## src/rtl/id_pkg.sv

```systemverilog
// Shared defaults and helpers for the ID-stage register file and load-use scoreboard.
package id_pkg;

  localparam int unsigned XlenDef = 32;
  localparam int unsigned NregDef = 32;
  localparam int unsigned AwDef   = 5;
  localparam int unsigned X0Addr  = 0;

  function automatic int unsigned clog2(input int unsigned v);
    int unsigned r;
    r = 0;
    while ((32'd1 << r) < v) begin
      r++;
    end
    return r;
  endfunction

endpackage

```

## src/rtl/id_scoreboard_regfile_if.sv

```systemverilog
// ID-stage operand/writeback/issue bundle between the pipeline and the scoreboarded register file.
interface id_scoreboard_regfile_if
  import id_pkg::*;
#(
  parameter int unsigned XLEN = XlenDef,
  parameter int unsigned AW   = AwDef,
  parameter int unsigned NRD  = 2
);
  logic [NRD*AW-1:0]   rs_addr;
  logic [NRD-1:0]      rs_used;
  logic [NRD*XLEN-1:0] rs_data;
  logic                wr_en;
  logic [AW-1:0]       wr_addr;
  logic [XLEN-1:0]     wr_data;
  logic                iss_valid;
  logic [AW-1:0]       iss_rd;
  logic                iss_is_load;
  logic                flush;
  logic                stall;
  logic                if_write;
  logic [31:0]         stall_count;

  modport master (
    output rs_addr, rs_used, wr_en, wr_addr, wr_data, iss_valid, iss_rd, iss_is_load, flush,
    input  rs_data, stall, if_write, stall_count
  );

  modport slave (
    input  rs_addr, rs_used, wr_en, wr_addr, wr_data, iss_valid, iss_rd, iss_is_load, flush,
    output rs_data, stall, if_write, stall_count
  );
endinterface

```

## src/rtl/id_regfile.sv

```systemverilog
// Architectural register file: x0 and out-of-range reads return 0, optional write-through bypass.
module id_regfile
  import id_pkg::*;
#(
  parameter int unsigned XLEN   = XlenDef,
  parameter int unsigned NREG   = NregDef,
  parameter int unsigned AW     = AwDef,
  parameter int unsigned NRD    = 2,
  parameter int unsigned BYPASS = 1
) (
  input  logic                clk_i,
  input  logic                rst_ni,
  input  logic                wr_en_i,
  input  logic [AW-1:0]       wr_addr_i,
  input  logic [XLEN-1:0]     wr_data_i,
  input  logic [NRD*AW-1:0]   rd_addr_i,
  output logic [NRD*XLEN-1:0] rd_data_o
);

  logic [XLEN-1:0] regs_q [NREG];
  logic            wr_ok;

  assign wr_ok = wr_en_i && (32'(wr_addr_i) != X0Addr) && (32'(wr_addr_i) < NREG);

  always_ff @(posedge clk_i) begin
    if (!rst_ni) begin
      for (int r = 0; r < NREG; r++) begin
        regs_q[r] <= '0;
      end
    end else if (wr_ok) begin
      regs_q[wr_addr_i] <= wr_data_i;
    end
  end

  for (genvar i = 0; i < NRD; i++) begin : g_rd
    logic [AW-1:0] addr;
    logic          valid_addr;
    logic          fwd;
    assign addr       = rd_addr_i[i*AW +: AW];
    assign valid_addr = (32'(addr) != X0Addr) && (32'(addr) < NREG);
    assign fwd        = (BYPASS != 0) && wr_en_i && (wr_addr_i == addr);
    assign rd_data_o[i*XLEN +: XLEN] = !valid_addr ? '0 :
                                       fwd         ? wr_data_i : regs_q[addr];
  end

endmodule

```

## src/rtl/id_scoreboard_regfile.sv

```systemverilog
// ID-stage register file with per-register load-latency scoreboard, stall and stall counter.
module id_scoreboard_regfile
  import id_pkg::*;
#(
  parameter int unsigned XLEN     = XlenDef,
  parameter int unsigned NREG     = NregDef,
  parameter int unsigned AW       = AwDef,
  parameter int unsigned NRD      = 2,
  parameter int unsigned LOAD_LAT = 1,
  parameter int unsigned BYPASS   = 1
) (
  input logic                   clk,
  input logic                   rst_n,
  id_scoreboard_regfile_if.slave bus
);

  localparam int unsigned CW = clog2(LOAD_LAT + 1);

  logic [CW-1:0] cnt_q [NREG];
  logic [CW-1:0] cnt_d [NREG];
  logic [NRD-1:0] src_hit;
  logic           stall;
  logic           iss_ok;
  logic [31:0]    stall_count_q;

  id_regfile #(
    .XLEN  (XLEN),
    .NREG  (NREG),
    .AW    (AW),
    .NRD   (NRD),
    .BYPASS(BYPASS)
  ) u_regfile (
    .clk_i    (clk),
    .rst_ni   (rst_n),
    .wr_en_i  (bus.wr_en),
    .wr_addr_i(bus.wr_addr),
    .wr_data_i(bus.wr_data),
    .rd_addr_i(bus.rs_addr),
    .rd_data_o(bus.rs_data)
  );

  for (genvar i = 0; i < NRD; i++) begin : g_src
    logic [AW-1:0] addr;
    assign addr       = bus.rs_addr[i*AW +: AW];
    assign src_hit[i] = bus.rs_used[i] && (32'(addr) != X0Addr) && (32'(addr) < NREG) &&
                        (cnt_q[addr] != '0);
  end

  assign stall  = |src_hit;
  // A flushed or stalled instruction never claims its destination.
  assign iss_ok = bus.iss_valid && !stall && !bus.flush &&
                  (32'(bus.iss_rd) != X0Addr) && (32'(bus.iss_rd) < NREG);

  always_comb begin
    for (int r = 0; r < NREG; r++) begin
      cnt_d[r] = (cnt_q[r] != '0) ? cnt_q[r] - 1'b1 : cnt_q[r];
    end
    if (iss_ok) begin
      cnt_d[bus.iss_rd] = bus.iss_is_load ? CW'(LOAD_LAT) : '0;
    end
    cnt_d[0] = '0;
  end

  always_ff @(posedge clk) begin
    if (!rst_n) begin
      for (int r = 0; r < NREG; r++) begin
        cnt_q[r] <= '0;
      end
      stall_count_q <= '0;
    end else begin
      cnt_q <= cnt_d;
      if (stall && (stall_count_q != '1)) begin
        stall_count_q <= stall_count_q + 32'd1;
      end
    end
  end

  assign bus.stall       = stall;
  assign bus.if_write    = ~stall;
  assign bus.stall_count = stall_count_q;

endmodule

```

## src/flat_wrapper.sv

```systemverilog
// flat-port wrapper written by rule: the top's interface ports become plain ports
module id_scoreboard_regfile_flat import id_pkg::*;
#(
  parameter int unsigned XLEN     = XlenDef,
  parameter int unsigned NREG     = NregDef,
  parameter int unsigned AW       = AwDef,
  parameter int unsigned NRD      = 2,
  parameter int unsigned LOAD_LAT = 1,
  parameter int unsigned BYPASS   = 1
)
  (clk, rst_n, bus_rs_addr, bus_rs_used, bus_wr_en, bus_wr_addr, bus_wr_data, bus_iss_valid, bus_iss_rd, bus_iss_is_load, bus_flush, bus_rs_data, bus_stall, bus_if_write, bus_stall_count);
  id_scoreboard_regfile_if #(.XLEN(XLEN), .AW(AW), .NRD(NRD)) bus_i ();
  input logic clk;
  input logic rst_n;
  input wire logic [$bits(bus_i.rs_addr)-1:0] bus_rs_addr;
  input wire logic [$bits(bus_i.rs_used)-1:0] bus_rs_used;
  input wire logic [$bits(bus_i.wr_en)-1:0] bus_wr_en;
  input wire logic [$bits(bus_i.wr_addr)-1:0] bus_wr_addr;
  input wire logic [$bits(bus_i.wr_data)-1:0] bus_wr_data;
  input wire logic [$bits(bus_i.iss_valid)-1:0] bus_iss_valid;
  input wire logic [$bits(bus_i.iss_rd)-1:0] bus_iss_rd;
  input wire logic [$bits(bus_i.iss_is_load)-1:0] bus_iss_is_load;
  input wire logic [$bits(bus_i.flush)-1:0] bus_flush;
  output wire logic [$bits(bus_i.rs_data)-1:0] bus_rs_data;
  output wire logic [$bits(bus_i.stall)-1:0] bus_stall;
  output wire logic [$bits(bus_i.if_write)-1:0] bus_if_write;
  output wire logic [$bits(bus_i.stall_count)-1:0] bus_stall_count;
  assign bus_i.rs_addr = bus_rs_addr;
  assign bus_i.rs_used = bus_rs_used;
  assign bus_i.wr_en = bus_wr_en;
  assign bus_i.wr_addr = bus_wr_addr;
  assign bus_i.wr_data = bus_wr_data;
  assign bus_i.iss_valid = bus_iss_valid;
  assign bus_i.iss_rd = bus_iss_rd;
  assign bus_i.iss_is_load = bus_iss_is_load;
  assign bus_i.flush = bus_flush;
  assign bus_rs_data = bus_i.rs_data;
  assign bus_stall = bus_i.stall;
  assign bus_if_write = bus_i.if_write;
  assign bus_stall_count = bus_i.stall_count;
  id_scoreboard_regfile #(.XLEN(XLEN), .NREG(NREG), .AW(AW), .NRD(NRD), .LOAD_LAT(LOAD_LAT), .BYPASS(BYPASS)) u_core (.clk(clk), .rst_n(rst_n), .bus(bus_i));
endmodule
```

## config.mk

```make
export PLATFORM = sky130hd
export DESIGN_NAME = id_scoreboard_regfile_flat
export DESIGN_NICKNAME = d
export VERILOG_FILES = /design/src/rtl/id_pkg.sv /design/src/rtl/id_scoreboard_regfile_if.sv /design/src/rtl/id_regfile.sv /design/src/rtl/id_scoreboard_regfile.sv /design/src/flat_wrapper.sv
export SDC_FILE = /design/constraint.sdc
export NUM_CORES = 2
export LEC_CHECK = 0
export CAP_MARGIN = 20
export CORE_ASPECT_RATIO = 0.5
export CORE_UTILIZATION = 25
export DETAILED_ROUTE_END_ITERATION = 8
export PLACE_DENSITY = 0.44
export SYNTH_ARGS = -nofsm -noshare
export SYNTH_HDL_FRONTEND = slang
export SYNTH_SLANG_ARGS = --single-unit
```

## constraint.sdc

```tcl
create_clock -name clk -period 4.9 [get_ports clk]
set_input_delay 0.735 -clock clk [delete_from_list [all_inputs] [get_ports clk]]
set_output_delay 0.735 -clock clk [all_outputs]
set_load 0.02 [all_outputs]
```

* After elaboration in Yosys (flattened, before gate mapping) *
Memory sizes are Yosys's and may differ from the RTL's.
Index checks and enable logic that the tools add are counted.

word-level totals
  memories = 1
  logic and storage cells = 152
  register bits after elaboration = 64
  output and inout bits = 98
  bits in writable memories = 1024
  input port bits = 60

operators by class
  bitwise logic cells = 4
  equality and inequality tests = 3
  order comparisons = 4
  multiplexer cells = 54
  add/subtract/negate cells = 33
  reductions and logical operators = 20

memory list
  memory                   depth  width  rd ports  clocked after Yosys merged registers in  write ports  line              source
  u_core.u_regfile.regs_q  32     32     2         0                                        32           id_regfile.sv:20  logic [XLEN-1:0] regs_q [NREG];

operators by type and width
  kind                                                       count
  2-to-1 mux 32 bit                                          5
  2-to-1 mux 1 bit                                           43
  adder 32 x 1 -> 32 bit (second input constant)             1
  bitwise mux 32 bit                                         1
  inequality test 32 bit (second input constant)             1
  OR reduction 32 bit                                        1
  subtractor 1 bit (second input constant)                   32
  2-to-1 mux 31 bit                                          1
  nonzero test 5 bit                                         4
  greater-or-equal comparator 6 bit (second input constant)  3
  NOT 5 -> 6 bit                                             3
  logical AND 1 bit                                          12
  binary-select mux 1 bit (select 5 bit)                     2
  equality test 5 bit                                        2
  < comparator 6 x 1 -> 1 bit (second input constant)        1
  demux 1 bit (select 5 bit)                                 1
  2-to-1 mux 5 bit                                           1
  zero test 1 bit                                            2
  OR reduction 2 bit                                         1
  NOT 1 bit                                                  1

* Logic depth before layout (Yosys ltp) *
  word-level depth = 11
  depth in mapped cells = 11
  depth with buffers taken out = 8

* Hierarchy *
From an unflattened synthesis, not the netlist that was laid out.

unflattened totals
  cell total of the unflattened synthesis = 4076
  area, all modules = 57740.4 um2

modules (own cells, without submodules)
  module                 cells each  times used  area an instance (um2)
  id_regfile             3744        1           54698.7
  id_scoreboard_regfile  332         1           3041.7

* Least setup slack after synthesis *
No wires, ideal clock.

  path type = in2reg
  start point = input bus_wr_addr[0]
  end point = memory u_core.u_regfile.regs_q[24][0] (netlist name), enable pin
  required time = 4.434 ns
  path buffers = 3
  slack = 0.601 ns
  setup time = 0.466 ns
  cell stages on the path = 5
  data arrival time = 3.834 ns
  cell sequence = clkbuf_1 or2_2 clkbuf_1 clkbuf_1 o21ai_0

RTL lines
  element          line                source
  start, declared  flat_wrapper.sv:18  input wire logic [$bits(bus_i.wr_addr)-1:0] bus_wr_addr;
  end, declared    id_regfile.sv:20

* Worst setup path after layout *
  start point = input bus_rs_addr[5]
  end point = output bus_rs_data[35]

on the way
  word-level cells in the longest chain between the ends = 4
  elaborated cells between the ends (all ways) = 6
  classes of those cells = eq/ne: 1; mux: 2; reduce/logical: 2; memory: 1

RTL lines
  element                                                                       line                source
  start, declared                                                               flat_wrapper.sv:15  input wire logic [$bits(bus_i.rs_addr)-1:0] bus_rs_addr;
  parallel branches: the longest is 3 deep, another holds memory (32 x 32 bit)  --
  2-to-1 mux 32 bit (*)                                                         id_regfile.sv:42    assign rd_data_o[i*XLEN +: XLEN] = !valid_addr ? '0 :
  end, declared                                                                 flat_wrapper.sv:24  output wire logic [$bits(bus_i.rs_data)-1:0] bus_rs_data;

Every way passes the cells marked *.

==> results.txt <==
Status: complete, no violations
Setup violations, final: 0
CTS tree: done
Top FF cell, synth: edfxtp_1
Crit path launch type: input pin
Syn Std Cell Area: 0.0583 mm²
Filler Cells Inserted: 22900
Worst endpoint required time: 4.16 ns
Seq cells post-synth: 1087
Hold path start: rst_n
Max Freq: 211 MHz
Clock Skews: 0.0185 ns
Post-route ant nets: 0
Clock power share: 38.0%
Synth async-reset ratio: 0%
FP Rows: 124
Dpl hpwl: 143 mm
Total wire length: 231 mm
Drt first-iter violations: 4467
Die width: 685 µm
Switching share of power: 26.6%
Share of cells above drive strength 1: 26.1%
Reg clk slew, reported paths: 0.07 ns
CP startpoint: bus_rs_addr[5]
Post-synth EDFFs: 1024
Max Cap Viol: 0
I/O pin cnt: 158
Die height: 344 µm
Clock root buffer: clkbuf_16
Hold_buf cts: 0
Syn Inst Count: 3970
Min Tclk post-route: 4.75 ns
Synth unique cells: 53
Worst min path class: in -> reg
Worst VDD drop: 265 µV
CP Class: in -> out
Nets: 4207
CTS Buf Count: 114
Part of the cycle the worst path needs: 96.9%
Post-CTS Setup Inserts: 0
WP data arrival: 4.01 ns
Int Pwr: 17000 µW
Area grow syn2layout: 19.0%
Power Density: 334 mW/mm²
RSZ-0062 raised after global routing: no
Warnings from Yosys: 0
Vias per inst: 5.21
Slew HR: 17.5%
DR WL/cell: 31.6 µm
Worst-Skew Late Latency: 0.73 ns
Static Leak: 0.0234 µW
Via count: 38200
Num Clock Sinks: 1087
Area of the die: 0.235 mm²
P_sw: 6180 µW
Final core utilization: 30.2%
GRT Resource Usage Total: 19.3%
Clock buffer depth: 3
Grt ovf: 0
Worst-path fanout max: 15
Final Hold Viols: 0
H-tree levels: 3
Slew @ Worst Pin: 1.23 ns
RD Place Congestion: 0.829
Post-Syn Area per Cell: 14.7 µm²
Pin count of the biggest net entering global routing: 84
PostCTS Resize Cnt: 0
First-pass GRT wire length: 317 mm
Seq/Total Area, Yosys: 54.9%
Place WS: 0.179 ns
Sum Neg Setup Slack: 0 ns
DRT Pass-1 Iters: 6
# DRC: 0
Combinational power share: 15.1%
Core area: 0.230 mm²
Setup crit end kind: output pin
Vias in the first global route: 38100
Initial antenna violation count: 23
PortBufs: 157
Worst R2R Start: u_core.bus.stall_count[0]$_SDFFE_PN0P_
Reg power frac: 46.9%
Setup slack after layout: 0.152 ns
Final max-slew violation count: 0
Initial Utilization: 25.3%
-- worst max-delay path, cell delays in order --
cell	delay [ns]
buf_8	0.24
buf_4	0.38
mux2i_1	0.14
a221oi_1	0.37
a21oi_1	0.07
o2111ai_1	0.40
buf_4	0.18
o21ai_0	0.07
a211oi_1	0.63
clkdlybuf4s50_1	0.74
-- cells in the final DEF (no fill, tap or decap), types with 32 or more instances in the layout --
cell	instances
and2_1	961
dfxtp_1	63
a221oi_1	32
o21ai_0	64
edfxtp_1	1024
buf_12	68
clkdlybuf4s50_1	144
buf_4	225
nor2_1	106
nand2_1	54
and3_1	43
conb_1	32
mux2i_1	175
mux4_2	538
a211oi_1	82
a21oi_1	83
clkbuf_16	119
-- per-layer routing --
layer  wire length [µm]  global-route usage, %
met3              17800                   3.55
met5                  0                      0
met4               4970                   4.06
met1             104000                   27.6
met2             105000                   30.5
-- stage by stage --
step	cell area [µm²]	power, µW	hold WS [ns]	cells
after floorplan	58500	12800	0.548	4001
after global placement	65800	14500	0.477	7116
after detailed placement	65800	14500	0.486	7116
after CTS	69400	23300	0.420	7313
after global routing	69400	23800	0.438	7314
final	69400	23200	0.455	7321
-- cell usage after synthesis (all sizes together), types with 54 or more instances --
| cell | count | area [µm²] |
|---|---|---|
| dfxtp | 63 | 1260 |
| a21oi | 83 | 415 |
| and2 | 961 | 6010 |
| a211oi | 82 | 616 |
| edfxtp | 1024 | 30700 |
| mux2i | 175 | 1750 |
| mux4 | 538 | 12100 |
| clkbuf | 296 | 1110 |
| nor2 | 137 | 514 |
| buf | 121 | 659 |
| nand2 | 54 | 203 |
| o21ai | 93 | 465 |
-- cells by family (layout without fill, tap and decap cells) --
group                    count (synthesis)  after routing  share of synthesized area (%)
XOR/XNOR                                11             11                          0.165
flip-flops                            1087           1087                           54.9
AO/OA/AOI/OAI                          358            358                           3.94
AND/OR/NAND/NOR                       1341           1341                           13.5
buffers and inverters                  427            653                           3.10
adder cells (fa/ha/maj)                  1              1                         0.0214
multiplexers                           744            744                           24.4
other                                    1             39                        0.00643
-- path summary, 6_finish.rpt --
check / to / slack, ns / depth (start not counted)
hold reg to reg: u_core.bus.stall_count[28]$_SDFFE_PN0P_ / 0.50 / 2
setup / recovery: bus_rs_data[35] / 0.15 / 10
hold / removal: u_core.bus.stall_count[14]$_SDFFE_PN0P_ / 0.45 / 3
setup reg to reg: u_core.bus.stall_count[14]$_SDFFE_PN0P_ / 1.92 / 9
-- registers in the layout, indices dropped and copies added, names as in the netlist --
signal                   cells
u_core.bus.stall_count      32
u_core.cnt_q                31
u_core.u_regfile.regs_q   1024
-- power groups by stage --
stage / Combinational [µW] / Sequential (µW) / Clock (µW)
final: 3510 / 10900 / 8830
after global routing: 3620 / 10900 / 9280
after CTS: 3490 / 10900 / 8980
after detailed placement: 3480 / 11100 / 0
after global placement: 3480 / 11000 / 0
after floorplan: 1850 / 11000 / 0
-- area by class of cell --
type / instances / area (µm²) / area share (%)
Multi-Input combinational cell: 2487 / 25300 / 36.4
Sequential cell: 1087 / 32000 / 46.1
Clock buffer: 143 / 3090 / 4.45
Inverter: 10 / 38.8 / 0.0559
Timing Repair Buffer: 446 / 4600 / 6.62
Antenna cell: 7 / 17.5 / 0.0252
Tap cell: 3087 / 3860 / 5.56
Clock inverter: 54 / 547 / 0.788
Power figures use the tool's default switching activity.
